$ cat config.mk
export PLATFORM = sky130hd
export DESIGN_NAME = mux_nway_reg_flat
export DESIGN_NICKNAME = d
export VERILOG_FILES = /design/src/rtl/mux_nway_reg_if.sv /design/src/rtl/mux_nway_reg.sv /design/src/flat_wrapper.sv
export SDC_FILE = /design/constraint.sdc
export NUM_CORES = 1
export LEC_CHECK = 0
export ABC_AREA = 1
export BUFFER_PORTS_ARGS = -buffer_cell sky130_fd_sc_hd__buf_2
export CORE_AREA = 2 2 64 66
export CTS_CLUSTER_DIAMETER = 200
export DETAILED_ROUTE_END_ITERATION = 10
export DIE_AREA = 0 0 66 68
export GPL_ROUTABILITY_DRIVEN = 0
export PLACE_DENSITY = 0.91
export SLEW_MARGIN = 20
export SYNTH_ARGS = -nofsm -noshare
export SYNTH_HDL_FRONTEND = slang
export SYNTH_SLANG_ARGS = --single-unit
$ cat constraint.sdc
create_clock -name clk -period 5.4 [get_ports clk]
set_input_delay 1.62 -clock clk [delete_from_list [all_inputs] [get_ports clk]]
set_output_delay 1.62 -clock clk [all_outputs]
set_load 0.03 [all_outputs]
$ cat src/rtl/mux_nway_reg_if.sv
// mux_nway_reg_if: handshake bundle between N producers, the registered selector and one consumer
interface mux_nway_reg_if #(parameter int WIDTH = 16, parameter int N = 4);
   localparam int SELW = $clog2(N);
   logic              mode;
   logic [SELW-1:0]   sel;
   logic [N-1:0]      in_valid;
   logic [N*WIDTH-1:0] in_data;
   logic [N-1:0]      in_ready;
   logic              out_valid;
   logic [WIDTH-1:0]  out_data;
   logic [SELW-1:0]   out_sel;
   logic              out_ready;
   modport master (output mode, sel, in_valid, in_data, out_ready,
                   input in_ready, out_valid, out_data, out_sel);
   modport slave (input mode, sel, in_valid, in_data, out_ready,
                  output in_ready, out_valid, out_data, out_sel);
endinterface

$ cat src/rtl/mux_nway_reg.sv
// mux_nway_reg: registered N-way selector with fixed or round-robin choice and a one-entry output register
module mux_nway_reg #(
   parameter int WIDTH = 16,
   parameter int N = 4
) (
   input logic clk,
   input logic reset_n,
   mux_nway_reg_if.slave bus
);
   localparam int SELW = $clog2(N);
   logic [SELW-1:0] ptr, cand, lo_idx, hi_idx;
   logic has, lo_has, hi_has, load;
   logic [WIDTH-1:0] cand_data;
   assign load = !bus.out_valid || bus.out_ready;
   // descending scan leaves the lowest index at or above ptr in hi_*, wrap-around winner in lo_*
   always_comb begin
      lo_has = 1'b0;
      hi_has = 1'b0;
      lo_idx = '0;
      hi_idx = '0;
      has = 1'b0;
      cand = '0;
      for (int i = N - 1; i >= 0; i--) begin
         if (bus.in_valid[i] && SELW'(i) >= ptr) begin
            hi_has = 1'b1;
            hi_idx = SELW'(i);
         end
         if (bus.in_valid[i] && SELW'(i) < ptr) begin
            lo_has = 1'b1;
            lo_idx = SELW'(i);
         end
         if (!bus.mode && bus.sel == SELW'(i) && bus.in_valid[i]) begin
            has = 1'b1;
            cand = SELW'(i);
         end
      end
      if (bus.mode) begin
         has = hi_has || lo_has;
         cand = hi_has ? hi_idx : lo_idx;
      end
   end
   always_comb begin
      cand_data = '0;
      for (int i = 0; i < N; i++)
         if (cand == SELW'(i)) cand_data = bus.in_data[i*WIDTH +: WIDTH];
   end
   always_comb begin
      bus.in_ready = '0;
      for (int i = 0; i < N; i++)
         bus.in_ready[i] = reset_n && load && has && cand == SELW'(i);
   end
   always_ff @(posedge clk or negedge reset_n) begin
      if (!reset_n) begin
         bus.out_valid <= 1'b0;
         bus.out_data <= '0;
         bus.out_sel <= '0;
         ptr <= '0;
      end else if (load) begin
         bus.out_valid <= has;
         if (has) begin
            bus.out_data <= cand_data;
            bus.out_sel <= cand;
            ptr <= (cand == SELW'(N - 1)) ? '0 : cand + 1'b1;
         end
      end
   end
endmodule

$ cat src/flat_wrapper.sv
// flat-port wrapper written by rule: the top's interface ports become plain ports
module mux_nway_reg_flat 
#(
   parameter int WIDTH = 16,
   parameter int N = 4
)
  (clk, reset_n, bus_mode, bus_sel, bus_in_valid, bus_in_data, bus_out_ready, bus_in_ready, bus_out_valid, bus_out_data, bus_out_sel);
  mux_nway_reg_if #(.WIDTH(WIDTH), .N(N)) bus_i ();
  input logic clk;
  input logic reset_n;
  input wire logic [$bits(bus_i.mode)-1:0] bus_mode;
  input wire logic [$bits(bus_i.sel)-1:0] bus_sel;
  input wire logic [$bits(bus_i.in_valid)-1:0] bus_in_valid;
  input wire logic [$bits(bus_i.in_data)-1:0] bus_in_data;
  input wire logic [$bits(bus_i.out_ready)-1:0] bus_out_ready;
  output wire logic [$bits(bus_i.in_ready)-1:0] bus_in_ready;
  output wire logic [$bits(bus_i.out_valid)-1:0] bus_out_valid;
  output wire logic [$bits(bus_i.out_data)-1:0] bus_out_data;
  output wire logic [$bits(bus_i.out_sel)-1:0] bus_out_sel;
  assign bus_i.mode = bus_mode;
  assign bus_i.sel = bus_sel;
  assign bus_i.in_valid = bus_in_valid;
  assign bus_i.in_data = bus_in_data;
  assign bus_i.out_ready = bus_out_ready;
  assign bus_in_ready = bus_i.in_ready;
  assign bus_out_valid = bus_i.out_valid;
  assign bus_out_data = bus_i.out_data;
  assign bus_out_sel = bus_i.out_sel;
  mux_nway_reg #(.WIDTH(WIDTH), .N(N)) u_core (.clk(clk), .reset_n(reset_n), .bus(bus_i));
endmodule
==> flow_summary.yaml, run 1 <==
status:
  status: "finished clean"
worst_setup_path:
  crit_type: "in -> out"
  worstReg2RegStart: "u_core.ptr[1]"
  maximum_fanout_count_along_the_critical_path: 17
  r2r_cells: 16
  worstReg2RegEnd: "u_core.bus.out_data[4]"
  cp_data_required_time_ns: 3.78
  startpoint_type: "input pin"
  cp.arrival_ns: 3.27
  endpoint_kind: "output port"
  ff2ff_setup_slack_ns: 2.84
floorplan:
  die_h_um: 68
  floorplan.die.width_um: 66
  ios: 97
  start_util: 0.431
  number_of_core_rows: 23
  core-area_sq_um: 3860
  die-area_sq_um: 4490
layout:
  most_common_cell_after_layout_fill_and_taps_aside: "sky130_fd_sc_hd__nand2_1"
  layout.cells.most_common_list: "sky130_fd_sc_hd__nand2_1 (118), sky130_fd_sc_hd__buf_2 (96), sky130_fd_sc_hd__o21ai_0 (28)"
  final_non_filler_cells: 401
  antenna_cells: 0
  fin_nets: 430
  area_growth_syn_to_layout_pct: 32.6
  drive_above_1_share: 0.345
  post-route-cell-area_sq_um: 2200
power_and_ir_drop:
  power_switching_share: 0.510
  power.ir.vdd_worst_mv: 0.172
  seq_power_share: 0.292
  comb_power_share: 0.598
  p_leak_uw: 0.00128
  pwr_density_cell_nw_per_um2: 417
  internal_power_uw: 450
  total_switching_power_uw: 468
  clkPwrFrac: 0.110
clocking:
  h-tree-depth: 1
  clock-root-buffer: "sky130_fd_sc_hd__clkbuf_8"
  postCtsSetupRepairBufs: 0
  tritoncts: "yes"
  cts.sink_count: 21
  clock_pin_slew_reported_for_the_worst_setup_and_hold_paths_after_clock_tree_synthesis_ns: 0.08
  cts_max_path_buffers: 2
  cts_made_buffers: 3
  cts_hold_buffers: 0
  insertion_delay_ns: 0.26
  cts_resized: 0
sta:
  finalSetupViolCount: 0
  final-hold-violation-count: 0
  finalCriticalPeriod_ns: 4.89
  final-max-slew-violation-count: 0
  finalWorstSetupSlack_ns: 0.513
  setup_repair_after_global_routing_missed_its_margin: "no"
  finClkSkew_ns: 0.00523
  final_min_period_over_clock_period: 0.905
  worst_pin_slew_ns: 0.428
  max_clock_freq_mhz: 205
  setup_tns_ns: 0
  finalHoldWorstSlack_ns: 0.478
  timing.max_slew.rel_slack: 0.714
routing:
  vias: 1935
  drt-pass1-iter-count: 4
  detail_route.wl_per_cell_um: 11.8
  drt_iter0_markers: 103
  post_route_drc: 0
  ant_nets: 0
  avgViaCountPerCell: 4.83
  detail_route.wirelength_um: 4730
synthesis:
  ys_warn_count: 0
  postSynthCellCount: 259
  yosysUniqueCellTypes: 22
  synth_top_area_frac: 0.317
  synth.area.top_cells: "sky130_fd_sc_hd__dfrtp_1 (32%), sky130_fd_sc_hd__nand2_1 (27%), sky130_fd_sc_hd__o21ai_0 (8.4%)"
  synth.net_count: 337
  synth.yosys.seq_area_share: 0.317
  yosys.area.top_type: "sky130_fd_sc_hd__dfrtp_1"
  synth-seq-cells: 21
  post_synth_instance_area_sq_um: 1660
  syn_avg_cell_area_sq_um: 6.41
min_path:
  worstHoldPathCells: 2
  hp-start: "u_core.bus.out_data[8]"
  hold_path_end: "u_core.bus.out_data[8]"
  hold_path_class: "reg -> reg"
global_route:
  global_route.overflow_total: 0
  globalRouteTotalUtil: 0.206
  maximum_number_of_pins_on_one_net_before_global_route_repair: 33
  grt_first_pass_wirelength_um: 7190
  antenna_violations_before_repair: 0
  first_global_vias: 1608
job:
  cap_violations: 0
place:
  postPlaceCellArea_sq_um: 2160
  dp_cells: 397
  port-buffer-count: 96
  post-dp-hpwl_um: 3870
  post-place-ws_ns: 0.543
## Yosys cell counts
cell type / number
sky130_fd_sc_hd__nand2_1: 118
sky130_fd_sc_hd__o21ai_0: 28
sky130_fd_sc_hd__dfrtp_1: 21
sky130_fd_sc_hd__a21oi_1: 19
sky130_fd_sc_hd__inv_1: 15
sky130_fd_sc_hd__nor2_1: 11
sky130_fd_sc_hd__nand2_2: 9
sky130_fd_sc_hd__clkbuf_1: 5
sky130_fd_sc_hd__o21ai_1: 5
sky130_fd_sc_hd__ha_1: 4
sky130_fd_sc_hd__nor3_1: 4
sky130_fd_sc_hd__buf_2: 3
sky130_fd_sc_hd__buf_4: 3
sky130_fd_sc_hd__nand3_1: 3
sky130_fd_sc_hd__nand2_4: 2
sky130_fd_sc_hd__nand3_4: 2
sky130_fd_sc_hd__nor2_4: 2
sky130_fd_sc_hd__buf_12: 1
sky130_fd_sc_hd__inv_2: 1
sky130_fd_sc_hd__nand4_1: 1
sky130_fd_sc_hd__nor2_2: 1
sky130_fd_sc_hd__nor2_8: 1
## power by group through the flow
stage               Sequential [uW]  Clock, uW  Combinational [uW]
floorplan                       390          0                 272
global placement                269          0                 537
detailed placement              269          0                 549
CTS                             267        104                 550
global route                    276        112                 609
finish                          268        101                 549
## cells by family (layout without fill, tap and decap cells)
logic type / after synthesis / count (layout) / synth area share
flops: 21 / 21 / 0.317
buf+inv: 28 / 120 / 0.0821
simple gates: 154 / 154 / 0.414
fa+ha+maj: 4 / 4 / 0.0301
compound gates: 52 / 52 / 0.157
## registers in the layout (all words and copies together) (netlist names)
signal	flops
u_core.bus.out_sel	2
u_core.ptr	2
u_core.bus.out_data	16
u_core.bus.out_valid	1
## worst max-delay path by stage
stage | startpoint | endpoint | slack [ns] | cells after the start
floorplan | bus_in_valid[1] | bus_in_ready[2] | 0.32 | 10
global placement | bus_in_valid[1] | bus_in_ready[2] | 0.65 | 10
detailed placement | bus_in_valid[0] | bus_in_ready[2] | 0.54 | 10
CTS | bus_in_valid[0] | bus_in_ready[2] | 0.54 | 10
global route | bus_in_valid[0] | bus_in_ready[2] | 0.38 | 10
finish | bus_in_valid[1] | bus_in_ready[2] | 0.51 | 10
## cell type report
class | instances | area, sq um
Fill cell | 395 | 1650
Timing Repair Buffer | 100 | 510
Inverter | 16 | 60.1
Sequential cell | 21 | 526
Tap cell | 50 | 62.6
Clock buffer | 4 | 45.0
Multi-Input combinational cell | 210 | 998
## critical path, cell delays in order
cell and delay [ns]:
sky130_fd_sc_hd__buf_2 0.12, sky130_fd_sc_hd__nand2_1 0.10, sky130_fd_sc_hd__nand2_2 0.08, sky130_fd_sc_hd__nor2_4 0.12, sky130_fd_sc_hd__nand2_1 0.08, sky130_fd_sc_hd__a21oi_1 0.23
sky130_fd_sc_hd__ha_1 0.21, sky130_fd_sc_hd__inv_1 0.20, sky130_fd_sc_hd__nor3_1 0.26, sky130_fd_sc_hd__buf_2 0.24
## per-stage QoR
stage / utilization / power (uW)
3_5_place_dp: 0.559 / 818
2_1_floorplan: - / 662
4_1_cts: 0.571 / 922
3_3_place_gp: 0.559 / 805
5_1_grt: 0.571 / 997
6_report: 0.571 / 918
## routing by layer
layer  part of all wire  vias up  track usage
li1                   -     1000            -
met1               0.45      856        0.301
met2               0.48       69        0.321
met3              0.051       10       0.0148
met4              0.021        0       0.0714
met5                  0        -            0
No activity file was read; power rests on OpenSTA's default activity.
==> run 2, diff against run 1 <==
- ABC_AREA: 1 -> unset
- CORE_AREA: 2 2 64 66 -> 2 2 62 64
- DIE_AREA: 0 0 66 68 -> 0 0 64 66
- PLACE_DENSITY: 0.91 -> 0.93
==> run 2 against run 1 <==
Against the previous run: register-to-register slack lost 0.74 ns; non-clock buffer count grew 1; sequential cell count is the same; setup slack gained 0.056 ns; clock power shrank 23%; largest cell class unchanged; largest power group unchanged.
==> flow_summary.yaml, run 2 <==
synthesis:
  yosys.area.top_type: "sky130_fd_sc_hd__dfrtp_1"
  post_synth_instance_area_sq_um: 1560
  synth_top_area_frac: 0.337
  synth.area.top_cells: "sky130_fd_sc_hd__dfrtp_1 (34%), sky130_fd_sc_hd__o21ai_0 (11%), sky130_fd_sc_hd__a221o_1 (9.6%)"
  ys_dominant_reg_cell: "sky130_fd_sc_hd__dfrtp_1"
  ys_warn_count: 0
  synth.net_count: 238
  synth-compound-area-share: 0.263
  synth.yosys.seq_area_share: 0.337
  synth_edf_count: 0
  postSynth.asyncResetShare: 1.00
  syn_avg_cell_area_sq_um: 9.75
  synth-seq-cells: 21
  yosysUniqueCellTypes: 33
  post_synth_mux_area_share: 0.194
  synth_xor_area_frac: 0
  synthTopCellsByCount: "sky130_fd_sc_hd__o21ai_0 (35), sky130_fd_sc_hd__dfrtp_1 (21), sky130_fd_sc_hd__nand2_1 (17), sky130_fd_sc_hd__a221o_1 (15), sky130_fd_sc_hd__mux2_4 (10)"
  post-synth-top-count-cell: "sky130_fd_sc_hd__o21ai_0"
  synth_simple_gate_area_frac: 0.119
  post_synth_adder_cell_area: 0.0321
  synth_top_family_by_area: "compound AO/OA/AOI/OAI gates"
  postSynthCellCount: 160
layout:
  largest_reg_flops: 16
  fillers: 330
  drive_above_1_share: 0.506
  area_growth_syn_to_layout_pct: 34.3
  most_common_cell_after_layout_fill_and_taps_aside: "sky130_fd_sc_hd__buf_2"
  max_flop_register: "u_core.bus.out_data"
  layout.cells.most_common_list: "sky130_fd_sc_hd__buf_2 (96), sky130_fd_sc_hd__o21ai_0 (35), sky130_fd_sc_hd__dfrtp_1 (21)"
  fin_nets: 332
  top_regs: "u_core.bus.out_data (16), u_core.bus.out_sel (2), u_core.ptr (2)"
  multi_input_area_sq_um: 950
  regArea_sq_um: 526
  antenna_cells: 0
min_path:
  hold_path_class: "reg -> reg"
  worstHoldPathCells: 1
worst_setup_path:
  r2r_cells: 13
  startpoint_type: "input pin"
  endpoint_kind: "output port"
  cp_launch_point: "bus_in_valid[2]"
  crit_type: "in -> out"
  cp.arrival_ns: 3.21
  cp_data_required_time_ns: 3.78
  crit_path_end: "bus_in_ready[2]"
  ff2ff_setup_slack_ns: 2.10
  maximum_fanout_count_along_the_critical_path: 7
  worstReg2RegEnd: "u_core.bus.out_data[3]"
  worstReg2RegStart: "u_core.ptr[0]"
routing:
  vias: 1655
  drt-pass1-iter-count: 4
  detail_route.wirelength_um: 4660
  avgViaCountPerCell: 5.50
  detail_route.wl_per_cell_um: 15.5
  drt_iter0_markers: 46
  ant_nets: 0
  post_route_drc: 0
clocking:
  cts_max_path_buffers: 2
  clock-root-buffer: "sky130_fd_sc_hd__clkbuf_4"
  h-tree-depth: 1
  cts_resized: 0
  postCtsSetupRepairBufs: 0
  cts_hold_buffers: 0
  cts_made_buffers: 3
  cts.sink_count: 21
  insertion_delay_ns: 0.31
  tritoncts: "yes"
  clock_pin_slew_reported_for_the_worst_setup_and_hold_paths_after_clock_tree_synthesis_ns: 0.11
floorplan:
  ios: 97
  die_h_um: 66
  start_util: 0.439
  number_of_core_rows: 22
  floorplan.die.width_um: 64
  die-area_sq_um: 4220
  core-area_sq_um: 3550
sta:
  timing.max_slew.rel_slack: 0.533
  finalHoldWorstSlack_ns: 0.508
  worst_pin_slew_ns: 0.699
  finalSetupViolCount: 0
  final-max-slew-violation-count: 0
  setup_repair_after_global_routing_missed_its_margin: "no"
  final_min_period_over_clock_period: 0.895
  finClkSkew_ns: 0.0124
  finalCriticalPeriod_ns: 4.83
  setup_tns_ns: 0
  final-hold-violation-count: 0
  max_clock_freq_mhz: 207
global_route:
  global_route.overflow_total: 0
  first_global_vias: 1619
  globalRouteTotalUtil: 0.226
  grt_first_pass_wirelength_um: 7380
  antenna_violations_before_repair: 1
  maximum_number_of_pins_on_one_net_before_global_route_repair: 33
power_and_ir_drop:
  internal_power_uw: 504
  power_switching_share: 0.463
  p_leak_uw: 0.00108
  total_switching_power_uw: 433
  seq_power_share: 0.292
  comb_power_share: 0.625
  clkPwrFrac: 0.083
  power.ir.vdd_worst_mv: 0.248
  pwr_density_cell_nw_per_um2: 447
status:
  status: "finished clean"
place:
  post-dp-hpwl_um: 3600
  port-buffer-count: 96
job:
  cap_violations: 0
## run 2: cell types whose count changed after synthesis, moves of 5 or more
cell                      change
sky130_fd_sc_hd__nand2_1    -101
sky130_fd_sc_hd__a21oi_1     -16
sky130_fd_sc_hd__a221o_1     +15
sky130_fd_sc_hd__inv_1       -11
sky130_fd_sc_hd__mux2_4      +10
sky130_fd_sc_hd__nor2_1      -10
sky130_fd_sc_hd__nand2_2      -9
sky130_fd_sc_hd__mux2_2       +8
sky130_fd_sc_hd__o21ai_0      +7
sky130_fd_sc_hd__o21ai_1      -5
## run 2: worst min path at each step
| stage | start | to | slack (ns) |
|---|---|---|---|
| after CTS | u_core.bus.out_data[14] | u_core.bus.out_data[14] | 0.52 |
| after global placement | u_core.bus.out_data[13] | u_core.bus.out_data[13] | 0.47 |
| after global routing | u_core.bus.out_data[12] | u_core.bus.out_data[12] | 0.54 |
| after detailed placement | u_core.bus.out_data[12] | u_core.bus.out_data[12] | 0.49 |
| after floorplan | u_core.ptr[0] | u_core.ptr[0] | 0.54 |
| final | u_core.bus.out_data[12] | u_core.bus.out_data[12] | 0.51 |
## run 2: worst max-delay path, stage by stage
cell and delay, ns:
sky130_fd_sc_hd__buf_2 0.14, sky130_fd_sc_hd__or2b_1 0.25, sky130_fd_sc_hd__o221ai_1 0.18, sky130_fd_sc_hd__a31oi_1 0.05, sky130_fd_sc_hd__or2_2 0.33, sky130_fd_sc_hd__inv_1 0.10
sky130_fd_sc_hd__ha_1 0.19, sky130_fd_sc_hd__and3_1 0.15, sky130_fd_sc_hd__buf_2 0.21
## run 2: cell type report
class                      instances  area share
clock buffer                       3      0.0107
clock inverter                     1     0.00239
inverter                           4     0.00716
multi-input combinational        123       0.453
sequential                        21       0.251
tap                               48      0.0287
timing repair buffer             101       0.247
## run 2: cells by family (layout without fill, tap and decap cells)
family                     Yosys count  after routing
AOI/OAI and AO/OA                   61             61
muxes                               24             24
adders and majority gates            4              4
buffers and inverters               16            109
and+or+nand+nor                     34             34
DFF                                 21             21
## run 2: metrics by stage
step                instance area, sq um  worst slack [ns]  utilization  power, uW  instances
floorplan                           1560             0.316            -        701        160
global placement                    2070             0.655        0.582        843        297
detailed placement                  2070             0.577        0.582        865        297
CTS                                 2100             0.578        0.590        943        301
global route                        2100             0.405        0.590       1010        301
finish                              2100             0.569        0.590        937        301
## run 2: power groups by stage
stage,clock (uW),sequential [uW],combinational (uW)
final,77.7,274,586
after global routing,87.6,284,635
after CTS,80.7,274,588
after floorplan,0,396,304
after global placement,0,274,568
after detailed placement,0,277,588
## run 2: per-layer routing
| layer | global-route usage | wire length (um) | up-vias |
|---|---|---|---|
| li1 | - | - | 787 |
| met5 | 0 | 0 | - |
| met1 | 0.262 | 1840 | 797 |
| met4 | 0.0788 | 55 | 0 |
| met3 | 0.0511 | 327 | 8 |
| met2 | 0.409 | 2430 | 63 |
==> run 3, diff against run 2 <==
- PLACE_DENSITY: 0.93 -> 0.85
==> run 3 against run 2 <==
Against the previous run: first-iteration DRC count up 76%; global-route usage down 2.4 points; clock power down 3.3%; final area about the same; via count down 3.6%; clock-buffer cell count up 1; sequential cell count unchanged; combinational power down 1%; total power down 0.77%; cell count unchanged; sequential power about the same; setup slack better by 0.0020 ns; largest cell class unchanged.
==> flow_summary.yaml, run 3 (same netlist as run 2, synthesis figures left out) <==
sta:
  final-hold-violation-count: 0
  finalCriticalPeriod_ns: 4.83
  finClkSkew_ns: 0.000501
  max_clock_freq_mhz: 207
  timing.max_slew.rel_slack: 0.589
  final-max-slew-violation-count: 0
  final_min_period_over_clock_period: 0.894
  worst_pin_slew_ns: 0.615
  finalWorstSetupSlack_ns: 0.571
  setup_repair_after_global_routing_missed_its_margin: "no"
  finalSetupViolCount: 0
  setup_tns_ns: 0
worst_setup_path:
  endpoint_kind: "output port"
  crit_type: "in -> out"
  worstReg2RegEnd: "u_core.bus.out_data[5]"
  stage_delay_of_the_slowest_cell_on_the_critical_path_ns: 0.33
  crit_slowest_cell: "sky130_fd_sc_hd__or2_2"
  critical_path.cell_chain: "buf_2 > or2b_1 > o221ai_1 > a31oi_1 > or2_2 > inv_1 > ha_1 > and3_1 > buf_2"
  worstReg2RegStart: "u_core.ptr[1]"
  cp_launch_point: "bus_in_valid[2]"
  maximum_fanout_count_along_the_critical_path: 7
  startpoint_type: "input pin"
  r2r_cells: 12
  crit_path_end: "bus_in_ready[0]"
  critical_path.most_common_cell: "sky130_fd_sc_hd__buf_2"
  cp_data_required_time_ns: 3.78
  ff2ff_setup_slack_ns: 2.26
  cp.arrival_ns: 3.21
clocking:
  tritoncts: "yes"
  clock-root-buffer: "sky130_fd_sc_hd__clkbuf_4"
  cts_max_path_buffers: 2
  insertion_delay_ns: 0.29
  cts_hold_buffers: 0
  clock_pin_slew_reported_for_the_worst_setup_and_hold_paths_after_clock_tree_synthesis_ns: 0.12
  cts.sink_count: 21
  cts_made_buffers: 3
  h-tree-depth: 1
  postCtsSetupRepairBufs: 0
  cts_resized: 0
place:
  post-dp-hpwl_um: 3510
  port-buffer-count: 96
  post-place-ws_ns: 0.608
  dp_cells: 297
routing:
  ant_nets: 0
  detail_route.wirelength_um: 4450
  post_route_drc: 0
  drt_iter0_markers: 81
  vias: 1595
  detail_route.wl_per_cell_um: 14.8
  avgViaCountPerCell: 5.30
  drt-pass1-iter-count: 5
power_and_ir_drop:
  power.ir.vdd_worst_mv: 0.216
  p_leak_uw: 0.00107
  p_total_uw: 930
  pwr_density_cell_nw_per_um2: 444
floorplan:
  start_util: 0.439
  ios: 97
  number_of_core_rows: 22
  die-area_sq_um: 4220
  core-area_sq_um: 3550
  floorplan.die.width_um: 64
  die_h_um: 66
status:
  status: "finished clean"
global_route:
  maximum_number_of_pins_on_one_net_before_global_route_repair: 33
  grt_first_pass_wirelength_um: 6760
  global_route.overflow_total: 0
  first_global_vias: 1440
  antenna_violations_before_repair: 0
  globalRouteTotalUtil: 0.202
layout:
  fin_nets: 332
  largest_reg_flops: 16
  area_growth_syn_to_layout_pct: 34.2
  drive_above_1_share: 0.502
  top_regs: "u_core.bus.out_data (16), u_core.bus.out_sel (2), u_core.ptr (2)"
  most_common_cell_after_layout_fill_and_taps_aside: "sky130_fd_sc_hd__buf_2"
  antenna_cells: 0
  layout.cells.most_common_list: "sky130_fd_sc_hd__buf_2 (96), sky130_fd_sc_hd__o21ai_0 (35), sky130_fd_sc_hd__dfrtp_1 (21)"
  max_flop_register: "u_core.bus.out_data"
  final_non_filler_cells: 301
job:
  cap_violations: 0
min_path:
  hold_path_class: "reg -> reg"
[run 3: cell types whose count changed in the layout (fill, tap and decap cells not counted)]
cell                       delta
sky130_fd_sc_hd__clkbuf_1     +1
sky130_fd_sc_hd__clkinv_2     -1
[run 3: stage by stage]
step | utilization | hold slack [ns] | area, sq um
floorplan | - | 0.541 | 1560
global placement | 0.582 | 0.479 | 2070
detailed placement | 0.582 | 0.480 | 2070
CTS | 0.590 | 0.508 | 2090
global route | 0.590 | 0.530 | 2090
finish | 0.590 | 0.506 | 2090
[run 3: where the power goes]
| part | internal [uW] | switching, uW | total, uW | leakage (uW) |
|---|---|---|---|---|
| clock | 28.7 | 46.4 | 75.1 | 0.0000150 |
| combinational | 247 | 333 | 580 | 0.000803 |
| sequential | 229 | 46.1 | 275 | 0.000255 |
| total | 505 | 425 | 930 | 0.00107 |
[run 3: cell type report]
cell class	count	area [sq um]
inverter	4	15.0
timing repair buffer	101	518
fill	337	1460
multi-input combinational	123	950
sequential	21	526
tap	48	60.1
clock buffer	4	26.3
[run 3: per-layer routing]
metal | vias to the layer above | routed length (um) | track usage
li1 | 788 | - | -
met1 | 746 | 1850 | 0.256
met2 | 55 | 2250 | 0.350
met3 | 6 | 279 | 0.0375
met4 | 0 | 70 | 0.0598
met5 | - | 0 | 0
[run 3: worst min path at each step]
stage                             from                       to  slack, ns  cells past startpoint
5_1_grt        u_core.bus.out_data[13]  u_core.bus.out_data[13]       0.53                      1
6_report       u_core.bus.out_data[13]  u_core.bus.out_data[13]       0.51                      1
2_1_floorplan            u_core.ptr[0]            u_core.ptr[0]       0.54                      2
3_5_place_dp   u_core.bus.out_data[13]  u_core.bus.out_data[13]       0.48                      1
4_1_cts        u_core.bus.out_data[13]  u_core.bus.out_data[13]       0.51                      1
3_3_place_gp   u_core.bus.out_data[13]  u_core.bus.out_data[13]       0.48                      1
[run 3: critical path, delay by kind of cell]
| kind | cells | cell delay [ns] |
|---|---|---|
| and+or+nand+nor | 3 | 0.72 |
| buffers and inverters | 3 | 0.43 |
| AOI/OAI and AO/OA | 2 | 0.24 |
| adders and majority gates | 1 | 0.19 |
